==> src/rtl/adder_pkg.sv <==
// Shared constants and configuration helpers for the segmented add/subtract pipeline.
package adder_pkg;

   localparam logic MODE_ADD = 1'b0;
   localparam logic MODE_SUB = 1'b1;

   function automatic int unsigned calc_nseg(input int unsigned width, input int unsigned seg_w);
      return (seg_w == 0) ? 0 : width / seg_w;
   endfunction

   function automatic bit seg_cfg_ok(input int unsigned width, input int unsigned seg_w);
      return (seg_w != 0) && (width >= seg_w) && ((width % seg_w) == 0);
   endfunction

endpackage

==> src/rtl/full_adder.sv <==
// Single-bit full adder cell.
module full_adder (
   input  logic a,
   input  logic b,
   input  logic ci,
   output logic s,
   output logic co
);

   assign s  = a ^ b ^ ci;
   assign co = (a & b) | (ci & (a ^ b));

endmodule

==> src/rtl/seg_adder.sv <==
// Combinational W-bit ripple adder built from full_adder cells; exposes the MSB carry-in for overflow.
module seg_adder #(
   parameter int unsigned W = 4
) (
   input  logic [W-1:0] a,
   input  logic [W-1:0] b,
   input  logic         ci,
   output logic [W-1:0] s,
   output logic         co,
   output logic         c_msb
);

   logic [W:0] c;

   assign c[0] = ci;

   for (genvar i = 0; i < W; i++) begin : g_bit
      full_adder u_fa (
         .a  (a[i]),
         .b  (b[i]),
         .ci (c[i]),
         .s  (s[i]),
         .co (c[i+1])
      );
   end

   assign co    = c[W];
   assign c_msb = c[W-1];

endmodule

==> src/rtl/pipelined_adder.sv <==
// WIDTH-bit add/subtract unit, one SEG_W-bit segment resolved per pipeline stage,
// with valid/ready handshakes and a single global advance enable.
module pipelined_adder
   import adder_pkg::*;
#(
   parameter int unsigned WIDTH = 8,
   parameter int unsigned SEG_W = 4
) (
   input  logic             clk,
   input  logic             rst,
   input  logic             in_valid,
   output logic             in_ready,
   input  logic [WIDTH-1:0] a,
   input  logic [WIDTH-1:0] b,
   input  logic             cin,
   input  logic             sub,
   output logic             out_valid,
   input  logic             out_ready,
   output logic [WIDTH-1:0] sum,
   output logic             cout,
   output logic             ovf
);

   localparam int unsigned NSEG = calc_nseg(WIDTH, SEG_W);

   if (!seg_cfg_ok(WIDTH, SEG_W)) begin : g_cfg_err
      $error("pipelined_adder: WIDTH must be a non-zero multiple of SEG_W");
   end

   logic             adv;
   logic [WIDTH-1:0] b_x;
   logic             cin_x;

   // Stage k inputs: primary operands for k=0, previous stage registers otherwise.
   logic [NSEG-1:0]  v_in;
   logic [NSEG-1:0]  c_in;
   logic [WIDTH-1:0] a_in [NSEG];
   logic [WIDTH-1:0] b_in [NSEG];
   logic [WIDTH-1:0] s_in [NSEG];
   logic [WIDTH-1:0] s_d  [NSEG];

   logic [SEG_W-1:0] seg_s  [NSEG];
   logic [NSEG-1:0]  seg_co;
   logic             seg_cm [NSEG];

   logic [NSEG-1:0]  v_q;
   logic [NSEG-1:0]  c_q;
   logic [WIDTH-1:0] a_q [NSEG];
   logic [WIDTH-1:0] b_q [NSEG];
   logic [WIDTH-1:0] s_q [NSEG];
   logic             ovf_q;

   assign adv      = !v_q[NSEG-1] || out_ready;
   assign in_ready = adv;

   assign b_x   = (sub == MODE_SUB) ? ~b : b;
   assign cin_x = (sub == MODE_SUB) ? 1'b1 : cin;

   for (genvar k = 0; k < NSEG; k++) begin : g_stage
      if (k == 0) begin : g_first
         assign v_in[k] = in_valid;
         assign c_in[k] = cin_x;
         assign a_in[k] = a;
         assign b_in[k] = b_x;
         assign s_in[k] = '0;
      end else begin : g_next
         assign v_in[k] = v_q[k-1];
         assign c_in[k] = c_q[k-1];
         assign a_in[k] = a_q[k-1];
         assign b_in[k] = b_q[k-1];
         assign s_in[k] = s_q[k-1];
      end

      seg_adder #(.W(SEG_W)) u_seg (
         .a     (a_in[k][k*SEG_W +: SEG_W]),
         .b     (b_in[k][k*SEG_W +: SEG_W]),
         .ci    (c_in[k]),
         .s     (seg_s[k]),
         .co    (seg_co[k]),
         .c_msb (seg_cm[k])
      );
   end

   always_comb begin
      for (int unsigned k = 0; k < NSEG; k++) begin
         s_d[k] = s_in[k];
         s_d[k][k*SEG_W +: SEG_W] = seg_s[k];
      end
   end

   // Signed overflow as carry-into-MSB xor carry-out: same as the operand-sign form.
   always_ff @(posedge clk or posedge rst) begin
      if (rst) begin
         v_q   <= '0;
         c_q   <= '0;
         ovf_q <= 1'b0;
         for (int unsigned k = 0; k < NSEG; k++) begin
            a_q[k] <= '0;
            b_q[k] <= '0;
            s_q[k] <= '0;
         end
      end else if (adv) begin
         v_q   <= v_in;
         c_q   <= seg_co;
         ovf_q <= seg_co[NSEG-1] ^ seg_cm[NSEG-1];
         for (int unsigned k = 0; k < NSEG; k++) begin
            a_q[k] <= a_in[k];
            b_q[k] <= b_in[k];
            s_q[k] <= s_d[k];
         end
      end
   end

   assign out_valid = v_q[NSEG-1];
   assign sum       = s_q[NSEG-1];
   assign cout      = c_q[NSEG-1];
   assign ovf       = ovf_q;

endmodule

==> config.mk <==
export PLATFORM = sky130hd
export DESIGN_NAME = pipelined_adder
export DESIGN_NICKNAME = d
export VERILOG_FILES = /design/src/rtl/adder_pkg.sv /design/src/rtl/full_adder.sv /design/src/rtl/seg_adder.sv /design/src/rtl/pipelined_adder.sv
export SDC_FILE = /design/constraint.sdc
export NUM_CORES = 1
export LEC_CHECK = 0
export ABC_AREA = 1
export BUFFER_PORTS_ARGS = -buffer_cell sky130_fd_sc_hd__clkbuf_2
export CORE_ASPECT_RATIO = 1.4
export CORE_MARGIN = 2
export CORE_UTILIZATION = 43
export DETAILED_ROUTE_END_ITERATION = 7
export PLACE_DENSITY = 0.65
export SLEW_MARGIN = 15
export SYNTH_ARGS = -nofsm -noshare
export SYNTH_HDL_FRONTEND = slang
export SYNTH_SLANG_ARGS = --single-unit
==> constraint.sdc <==
create_clock -name clk -period 4.22 [get_ports clk]
set_input_delay 0.844 -clock clk [delete_from_list [all_inputs] [get_ports clk]]
set_output_delay 0.844 -clock clk [all_outputs]
set_load 0.03 [all_outputs]
; Word-level counts from Yosys, hierarchy flattened
; Index checks and enable logic that the tools add are counted.
[op_classes]
n_reduce_logical = 2
mux = 2
bitwise_logic = 42
[op_table]
columns = op, n
row1 = $xor A1 B1 Y1, 17
row2 = $and A1 B1 Y1, 16
row3 = $mux W8, 1
row4 = $not A8 Y8, 1
row5 = $or A1 B1 Y1, 8
row6 = $logic_not A1 Y1, 1
row7 = $logic_or A1 B1 Y1, 1
row8 = $mux W1, 1
[word_totals]
reg_bits = 33
word_cells = 53
in_bits = 22
output_inout_bits = 12

; Depth between registers and ports, before layout
; Gate-level depths: netlist of run 1.
[logic_depth]
word_depth = 11
mapped_depth = 11
ltp_nobuf = 11

; Hierarchy
; Synthesis of run 1 repeated with hierarchy kept, for this count alone.
[hier_totals]
hier_cells = 136
area_unflattened_um2 = 1239.9
[modules_own_cells]
columns = mod, seq_area_each_um2, area_each_um2, n_inst, cells_each
row1 = pipelined_adder, 625.6, 1079.8, 1, 128
row2 = full_adder, 0.0, 20.0, 8, 1

; Worst setup path before layout of run 1
; No wires, ideal clock.
[synth_path]
path_type = input-to-reg
from = input port sub
to = register s_q, in the netlist s_d[3]
arrival_ns = 2.871
setup_ns = 0.116
path_slack_ns = 1.233
path_stages = 9
required_ns = 4.104
cell_sequence = buf_2 > xnor2_1 > fa_1 > fa_1 > fa_1 > inv_1 > fa_1 > nand2_1 > nand2_1
[synth_between]
elab_chain_len = 9
elab_cells_between_ends = 16
classes_between = mux (2) / bitwise (14)
[synth_rtl]
columns = item, line_no
row1 = "start, declared", pipelined_adder.sv:16  ; input logic sub,
row2 = $mux W8, pipelined_adder.sv:56  ; assign b_x = (sub == MODE_SUB) ? ~b : b;
row3 = $xor A1 B1 Y1, full_adder.sv:11  ; assign co = (a & b) | (ci & (a ^ b));
row4 = $and A1 B1 Y1, full_adder.sv:11
row5 = $or A1 B1 Y1, full_adder.sv:11
row6 = $and A1 B1 Y1, full_adder.sv:11
row7 = $or A1 B1 Y1, full_adder.sv:11
row8 = $and A1 B1 Y1, full_adder.sv:11
row9 = $or A1 B1 Y1, full_adder.sv:11
row10 = $xor A1 B1 Y1 (*), full_adder.sv:10  ; assign s = a ^ b ^ ci;
row11 = via g_stage[0].u_seg.g_bit[3].u_fa.s, full_adder.sv:6  ; output logic s,
row12 = "end signal, assigned by index", pipelined_adder.sv:109  ; s_q[k] <= s_d[k];
row13 = "end, declared", pipelined_adder.sv:50  ; logic [WIDTH-1:0] s_q [NSEG];
; Mark *: on every way through the listed nets, which the timed path passes. The rest lies on a longest branch.
; A chain may end at the register's enable or synchronous reset.

; Worst setup path after layout of run 1
; Ends and elaborated chain as after synthesis.

==> impl_metrics.py, run 1 <==
metrics = {
    "floorplanning": {
        "coreArea_um2": 2820,
        "die_area_um2": 3370,
        "ioPinCount": 34,
        "start_util_pct": 44.45,
        "die_width_um": 49.64,
        "rows": 23,
        "die_h_um": 67.89,
    },
    "setup_path": {
        "worstSetupStartpointType": "primary input",
        "crit_chain": "clkbuf_2 > xnor2_1 > fa_1 > fa_1 > fa_1 > inv_1 > fa_1 > nand2_1 > nand2_1",
        "required_ns": 4.38,
        "worstSetupPathType": "in2reg",
        "cpPeakStageDelay_ns": 0.42,
        "critPathBufInv": 2,
        "cp_max_fo": 10,
        "crit_family": "adder cells",
        "r2r_start": "a_in[4]",
        "arrival_ns": 3.00,
        "end_kind": "flip-flop",
        "cp_slowest_cell": "fa_1",
        "path_common_cell": "fa_1",
        "cp-startpoint": "sub",
    },
    "finish": {
        "diodes": 0,
        "final_cell_mix": "nand2_1, clkbuf_2, dfrtp_1",
        "final_common_cell": "nand2_1",
        "fin_util_pct": 52.35,
        "fin_area_um2": 1476,
        "area_delta_synth_final_pct": 17.76,
        "nets": 203,
        "drive_above_1_share_pct": 23.26,
    },
    "routing": {
        "drt_iter0_markers": 15,
        "num_vias": 930,
        "drc": 0,
        "first_pass_iters": 4,
        "viasPerCell": 4.450,
        "drtAntennaViolNets": 0,
        "wl_per_cell_um": 10.06,
        "routed_wl_um": 2103,
    },
    "sta": {
        "holdWs_ns": 0.4626,
        "fin_crit_sh_pct": 67.15,
        "layout_setup_ws_ns": 1.386,
        "finClkSkew_ns": 0.003200,
        "worstMarginPinSlew_ns": 0.9053,
        "tns_ns": 0,
        "timing.slew.headroom_pct": 39.58,
        "slew_viol_final": 0,
        "setup_violations": 0,
        "final.min_clock_period_ns": 2.834,
        "fmax_mhz": 352.9,
        "rsz0062_at_grt": "false",
        "final-hold-violation-count": 0,
    },
    "clock_tree": {
        "cts_tree": "built",
        "holdBufCountCts": 0,
        "root_buffer": "clkbuf_8",
        "clk_latency_ns": 0.26,
        "cts_buffers": 3,
        "path_clk_slew_ns": 0.09,
        "cts_num_sinks": 25,
        "htree_levels": 1,
        "clock_tree.buffer_depth": 2,
        "post_cts_resized": 0,
        "cts_setup_buffers": 0,
    },
    "synthesis": {
        "syn_area_um2": 1254,
        "syn_inst": 140,
        "synthesis.nets": 170,
        "ys_warn_count": 0,
        "syn_avg_cell_area_um2": 8.955,
        "ys_types": 15,
        "ys_ff_latch": 25,
        "synth_sequential_area_ratio_pct": 49.90,
    },
    "min_path": {
        "hold_path_class": "reg2reg",
        "hp-start": "v_q[0]",
    },
    "placement": {
        "pre_cts_slack_ns": 1.095,
        "dpl_cell_area_um2": 1428,
        "hpwlAfterDp_um": 1663,
        "gp_congestion": 0.6755,
        "portBuffers": 33,
    },
    "pwr": {
        "ir_worst_vdd_uv": 182.9,
        "p_leak_nw": 0.8272,
        "p_per_area_nw_per_um2": 500.0,
    },
    "global_route": {
        "antenna_found_initial": 0,
        "grt_pass1_wl_um": 3456,
        "overflow": 0,
        "gr-usage-met2_pct": 24.17,
        "grt_pass1_vias": 846,
        "met1_usage_pct": 15.43,
        "grtUsageMet3_pct": 1.528,
        "track_usage_pct": 13.76,
        "grt-busiest-layer": "met2",
        "grt_max_degree": 28,
    },
    "run_status": {
        "status": "completed",
    },
    "flow_run": {
        "maxCapViolations": 0,
    },
}
[power breakdown]
| group | internal, mW | switching (mW) |
|---|---|---|
| Combinational | 0.0842 | 0.177 |
| Clock | 0.0668 | 0.0751 |
| Sequential | 0.302 | 0.0337 |
[sequential cells by signal, summed over array words and instances (netlist names)]
signal and count:
ovf 1, v_q 2, s_d 4, a_in 4, c_q 2, sum 8
b_in 4
[worst paths after layout]
path / end / slack [ns] / depth (start not counted)
min reg2reg: v_q[1] / 0.46 / 2
max in group asynchronous: a_in[5] / 2.92 / 2
min in group asynchronous: v_q[0] / 0.74 / 2
max reg2reg: sum[7] / 2.00 / 8
min: v_q[1] / 0.46 / 2
max: s_d[3] / 1.39 / 9
[worst register-to-register path: stages, from the launching register on]
cell     delay (ns)
dfrtp_1        0.41
fa_1           0.41
inv_1          0.08
fa_1           0.16
inv_1          0.04
fa_1           0.38
inv_1          0.10
fa_1           0.42
o21ai_1        0.14
[Yosys cell counts (all sizes together)]
cell type  instances  share of area [%]
inv               21                6.3
nand3              5                2.0
buf                5                3.0
fa                 8                 13
o21ai              9                3.6
dfrtp             25                 50
nor2               2                1.2
xor2               1               0.70
xnor2              3                2.1
nand2             61                 18
[metal layers]
layer / vias up / part of all wire [%]
li1: 474 / -
met1: 439 / 40
met2: 15 / 55
met3: 2 / 3.0
met4: 0 / 2.2
met5: - / 0
[cell families (layout without fill, tap and decap cells)]
kind of cell	count (synthesis)	count (layout)	share of synthesized area, %
simple gates	68	68	21.66
xor+xnor	4	4	2.795
flops	25	25	49.90
fa+ha+maj	8	8	12.77
compound gates	9	9	3.593
buf+inv	26	58	9.281
[layout make-up]
class	instances	area [um2]
Clock buffer	3	41.29
Clock inverter	1	7.507
Fill cell	294	1344
Inverter	21	78.83
Multi-Input combinational cell	89	511.7
Sequential cell	25	625.6
Tap cell	37	46.29
Timing Repair Buffer	33	165.2
[stage by stage]
step                std cells  total power [mW]
floorplan                 140            0.5323
finish                    209            0.7382
global placement          205            0.5944
detailed placement        205            0.6074
CTS                       209            0.7496
global route              209            0.7945
Note: power is estimated with default switching activity, not from simulation.
==> inputs of run 2 (changes only) <==
Clock period 4.22 ns to 2.93 ns, I/O delays scaled along.
==> run 2 against run 1 <==
Net effect: flip-flop and latch count stayed put; largest power group unchanged; via count is 1.6% higher; routed wire length is 4.5% higher; clock skew is 0.00094 ns higher; cell count is 0.48% higher; critical path depth stayed put; count of clock-buffer cells in the layout is 1 higher; total power is 44% higher; global-route usage is 1.7 points higher; sequential share of layout area is 0.11 points lower.
==> impl_metrics.py, run 2 (synthesis gave the netlist of run 1 again) <==
metrics = {
    "run_status": {
        "status": "completed",
    },
    "setup_path": {
        "cpPeakStageDelay_ns": 0.41,
        "r2r-end": "sum[7]",
        "crit_chain": "clkbuf_2 > xnor2_1 > fa_1 > fa_1 > fa_1 > inv_1 > fa_1 > nand2_1 > nand2_1",
        "worstSetupEndpoint": "s_d[3]",
        "rrSetupSlack_ns": 0.69,
        "cp_slowest_cell": "fa_1",
        "path_common_cell": "fa_1",
        "cp-startpoint": "sub",
        "reg2regPathDepth": 8,
        "required_ns": 3.09,
        "arrival_ns": 2.62,
        "cp_max_fo": 3,
        "worstSetupPathType": "in2reg",
        "worstSetupStartpointType": "primary input",
        "r2r_start": "a_in[4]",
        "end_kind": "flip-flop",
    },
    "sta": {
        "finClkSkew_ns": 0.004143,
        "tns_ns": 0,
        "final-hold-violation-count": 0,
        "worstMarginPinSlew_ns": 0.9045,
        "fmax_mhz": 406.6,
        "setup_violations": 0,
        "rsz0062_at_grt": "false",
        "final.min_clock_period_ns": 2.459,
        "slew_viol_final": 0,
        "timing.slew.headroom_pct": 39.64,
        "fin_crit_sh_pct": 83.93,
    },
    "routing": {
        "first_pass_iters": 4,
        "num_vias": 945,
        "drtAntennaViolNets": 0,
        "drc": 0,
        "drt_iter0_markers": 11,
        "wl_per_cell_um": 10.46,
        "viasPerCell": 4.500,
        "routed_wl_um": 2197,
    },
    "finish": {
        "area_delta_synth_final_pct": 18.06,
        "fin_util_pct": 52.48,
        "final-seq-area_um2": 625.6,
        "nets": 204,
        "final_cell_mix": "nand2_1, clkbuf_2, dfrtp_1",
        "multi_input_area_um2": 511.7,
        "fill_cells": 300,
        "diodes": 0,
        "largest_reg_flops": 8,
        "final_common_cell": "nand2_1",
        "drive_above_1_share_pct": 23.12,
    },
    "floorplanning": {
        "die_h_um": 67.89,
        "start_util_pct": 44.45,
        "rows": 23,
        "die_width_um": 49.64,
        "die_area_um2": 3370,
        "ioPinCount": 34,
        "coreArea_um2": 2820,
    },
    "flow_run": {
        "maxCapViolations": 0,
    },
    "clock_tree": {
        "root_buffer": "clkbuf_8",
        "cts_num_sinks": 25,
        "holdBufCountCts": 0,
        "post_cts_resized": 0,
        "clock_tree.buffer_depth": 2,
        "htree_levels": 1,
        "path_clk_slew_ns": 0.08,
        "cts_setup_buffers": 0,
        "cts_tree": "built",
        "cts_buffers": 3,
        "clk_latency_ns": 0.27,
    },
    "pwr": {
        "p_per_area_nw_per_um2": 716.7,
        "clkPwrFrac_pct": 18.6,
        "combPwrFrac_pct": 35.8,
        "seqPwrFrac_pct": 45.6,
        "intPower_mw": 0.6553,
        "ir_worst_vdd_uv": 408.8,
        "p_sw_mw": 0.4055,
        "p_sw_share_pct": 38.22,
        "p_leak_nw": 0.8330,
    },
    "placement": {
        "hpwlAfterDp_um": 1734,
        "gp_congestion": 0.6781,
        "portBuffers": 33,
    },
    "min_path": {
        "hold_path_class": "reg2reg",
    },
    "global_route": {
        "track_usage_pct": 15.47,
        "antenna_found_initial": 0,
        "grt_pass1_wl_um": 3926,
        "overflow": 0,
        "grt_pass1_vias": 990,
        "grt_max_degree": 28,
    },
}
==> run 2: worst min path at each step <==
| stage | from | endpoint | slack, ns | depth (start not counted) |
|---|---|---|---|---|
| 3_3_place_gp | v_q[0] | v_q[1] | 0.43 | 2 |
| 2_1_floorplan | v_q[0] | v_q[1] | 0.42 | 2 |
| 5_1_grt | sum[1] | sum[1] | 0.49 | 2 |
| 6_report | v_q[0] | v_q[1] | 0.46 | 2 |
| 4_1_cts | v_q[0] | v_q[1] | 0.47 | 2 |
| 3_5_place_dp | v_q[0] | v_q[1] | 0.45 | 2 |
==> run 2: critical path: cells and delay by family <==
family                     cells  cell delay [ns]
adders and majority gates      4             1.57
buffers and inverters          2             0.18
xor gates and xnor gates       1             0.14
and+or+nand+nor                2             0.13
==> run 2: per-layer routing <==
| layer | GRT usage (%) | up-vias | part of all wire (%) |
|---|---|---|---|
| li1 | - | 476 | - |
| met4 | 11.46 | 0 | 3.3 |
| met1 | 15.82 | 446 | 38 |
| met3 | 1.310 | 5 | 2.7 |
| met5 | 0 | - | 0 |
| met2 | 29.33 | 18 | 55 |
==> run 2: final cells by class <==
cell class,instances,share of cell area [%]
Tap cell,37,3.128
Sequential cell,25,42.27
Timing Repair Buffer,34,11.67
Clock buffer,4,3.043
Inverter,21,5.325
Multi-Input combinational cell,89,34.57
==> run 2: power groups by stage <==
stage / logic [mW] / registers, mW / clock network [mW]
6_report: 0.379 / 0.484 / 0.198
5_1_grt: 0.431 / 0.495 / 0.221
4_1_cts: 0.389 / 0.485 / 0.207
3_5_place_dp: 0.388 / 0.491 / 0
3_3_place_gp: 0.370 / 0.487 / 0
2_1_floorplan: 0.169 / 0.598 / 0
==> run 2: through the flow <==
stage | cell area, um2 | power, mW | setup slack (ns) | hold WS [ns] | cells
6_report | 1480 | 1.061 | 0.4709 | 0.4612 | 210
5_1_grt | 1480 | 1.147 | 0.3404 | 0.4934 | 210
4_1_cts | 1480 | 1.080 | 0.4624 | 0.4698 | 210
3_5_place_dp | 1435 | 0.8798 | 0.1690 | 0.4478 | 206
3_3_place_gp | 1435 | 0.8571 | 0.2311 | 0.4343 | 206
2_1_floorplan | 1254 | 0.7666 | 0.2010 | 0.4227 | 140
==> inputs of run 3 (changes only) <==
Clock period 2.93 ns to 2.52 ns, I/O delays scaled along.
==> run 3 against run 2 <==
Net effect: clock power rose by 19%; total power rose by 18%; register-to-register slack got worse by 0.42 ns; cell count rose by 0.48%; hold slack got worse by 0.065 ns; global-route usage rose by 0.43 points; clock skew rose by 0.0011 ns; sequential power rose by 17%; sequential share of layout area fell by 0.60 points; count of clock-buffer cells in the layout fell by 1; utilization rose by 0.75 points; die area did not move; critical path type unchanged; critical endpoint unchanged; largest cell class unchanged.
==> impl_metrics.py, run 3 (synthesis gave the netlist of run 1 again) <==
metrics = {
    "run_status": {
        "status": "completed",
    },
    "sta": {
        "layout_setup_ws_ns": 0.2416,
        "fmax_mhz": 438.9,
        "finClkSkew_ns": 0.005230,
        "final.min_clock_period_ns": 2.278,
        "tns_ns": 0,
        "rsz0062_at_grt": "false",
        "timing.slew.headroom_pct": 39.95,
        "worstMarginPinSlew_ns": 0.8998,
        "setup_violations": 0,
        "slew_viol_final": 0,
        "fin_crit_sh_pct": 90.41,
        "final-hold-violation-count": 0,
    },
    "pwr": {
        "power.total_mw": 1.252,
        "p_sw_share_pct": 38.83,
        "clkPwrFrac_pct": 18.8,
        "p_per_area_nw_per_um2": 833.7,
        "p_leak_nw": 0.8439,
        "intPower_mw": 0.7657,
        "combPwrFrac_pct": 36.1,
        "seqPwrFrac_pct": 45.1,
        "p_sw_mw": 0.4861,
        "ir_worst_vdd_uv": 374.3,
    },
    "global_route": {
        "grt_pass1_wl_um": 3974,
        "grt_pass1_vias": 960,
        "overflow": 0,
        "antenna_found_initial": 0,
        "track_usage_pct": 15.89,
        "grt_max_degree": 28,
    },
    "clock_tree": {
        "cts_tree": "built",
        "holdBufCountCts": 0,
        "cts_setup_buffers": 0,
        "htree_levels": 1,
        "clock_tree.buffer_depth": 2,
        "root_buffer": "clkbuf_8",
        "cts_buffers": 3,
        "clk_latency_ns": 0.27,
        "path_clk_slew_ns": 0.09,
        "post_cts_resized": 0,
        "cts_num_sinks": 25,
    },
    "finish": {
        "multi_input_area_um2": 524.3,
        "diodes": 0,
        "largest_reg_flops": 8,
        "nets": 205,
        "area_delta_synth_final_pct": 19.76,
        "final_common_cell": "nand2_1",
        "drive_above_1_share_pct": 25.86,
        "final_cell_mix": "nand2_1, clkbuf_2, dfrtp_1",
        "final-seq-area_um2": 625.6,
        "fin_area_um2": 1501,
        "fin_cells": 211,
        "fill_cells": 301,
    },
    "routing": {
        "num_vias": 930,
        "viasPerCell": 4.408,
        "wl_per_cell_um": 10.78,
        "drt_iter0_markers": 11,
        "route.met3.wl_um": 101,
        "drc": 0,
        "first_pass_iters": 4,
        "drtAntennaViolNets": 0,
        "drt-met1-wl_um": 847,
        "wl_met2_um": 1273,
        "top_layer": "met4",
        "routed_wl_um": 2275,
    },
    "setup_path": {
        "reg2regPathDepth": 8,
        "path_depth": 9,
        "required_ns": 2.69,
        "worstSetupStartpointType": "primary input",
        "cp_max_fo": 3,
        "cpPeakStageDelay_ns": 0.40,
        "crit_chain": "clkbuf_2 > xnor2_2 > fa_2 > fa_2 > fa_1 > inv_1 > fa_1 > nand2_1 > nand2_1",
        "cp_slowest_cell": "fa_1",
        "end_kind": "flip-flop",
        "critPathBufInv": 2,
        "worstSetupPathType": "in2reg",
        "crit_family": "adder cells",
        "arrival_ns": 2.45,
    },
    "placement": {
        "hpwlAfterDp_um": 1770,
        "portBuffers": 33,
        "gp_congestion": 0.6925,
        "pre_cts_slack_ns": -0.05936,
        "dpl_cell_area_um2": 1455,
        "place_inst": 207,
    },
    "floorplanning": {
        "coreArea_um2": 2820,
        "rows": 23,
        "ioPinCount": 34,
        "start_util_pct": 44.45,
        "die_h_um": 67.89,
        "die_area_um2": 3370,
        "die_width_um": 49.64,
    },
    "flow_run": {
        "maxCapViolations": 0,
    },
    "min_path": {
        "hold_path_class": "in2async",
    },
}
==> run 3: cell types whose count changed in the layout (fill, tap and decap cells not counted) <==
cell	previous run	this run
clkinv_2	0	1
xnor2_1	3	2
xnor2_2	0	1
fa_2	0	2
fa_1	8	6
clkbuf_1	1	0
buf_4	1	2
==> run 3: cell type report <==
cell class	count	share of cell area [%]
Multi-Input combinational cell	89	34.92
Sequential cell	25	41.67
Tap cell	37	3.083
Timing Repair Buffer	35	12.00
Clock buffer	3	2.750
Clock inverter	1	0.3333
Inverter	21	5.250
==> run 3: power groups by stage <==
stage	combinational [mW]	sequential (mW)	clock, mW
floorplan	0.199	0.695	0
global placement	0.437	0.566	0
detailed placement	0.461	0.572	0
CTS	0.463	0.564	0.245
global route	0.511	0.578	0.261
finish	0.452	0.564	0.235
==> run 3: worst paths after layout <==
check / from / endpoint / slack [ns]
setup / recovery: sub / s_d[3] / 0.24
hold / removal: rst / sum[6] / 0.40
setup reg to reg: a_in[4] / sum[7] / 0.27
hold reg to reg: v_q[0] / v_q[1] / 0.46
max in group asynchronous: rst / a_in[6] / 1.57
min in group clk: a[4] / a_in[4] / 0.44
==> run 3: per-stage QoR <==
step	hold slack [ns]	util [%]
3_5_place_dp	0.4506	51.60
3_3_place_gp	0.4347	51.60
4_1_cts	0.4375	53.24
5_1_grt	0.4444	53.24
2_1_floorplan	0.4227	-
6_report	0.3960	53.24
==> run 3: worst register-to-register path: stages, from the launching register on <==
cell     delay, ns
dfrtp_1       0.41
fa_1          0.42
inv_1         0.08
fa_1          0.17
inv_1         0.05
fa_1          0.39
inv_1         0.11
fa_1          0.41
o21ai_1       0.14
==> run 3: routing by layer <==
layer	vias up	track usage [%]
li1	479	-
met2	22	29.33
met1	424	17.42
met3	5	2.838
met4	0	8.333
met5	-	0
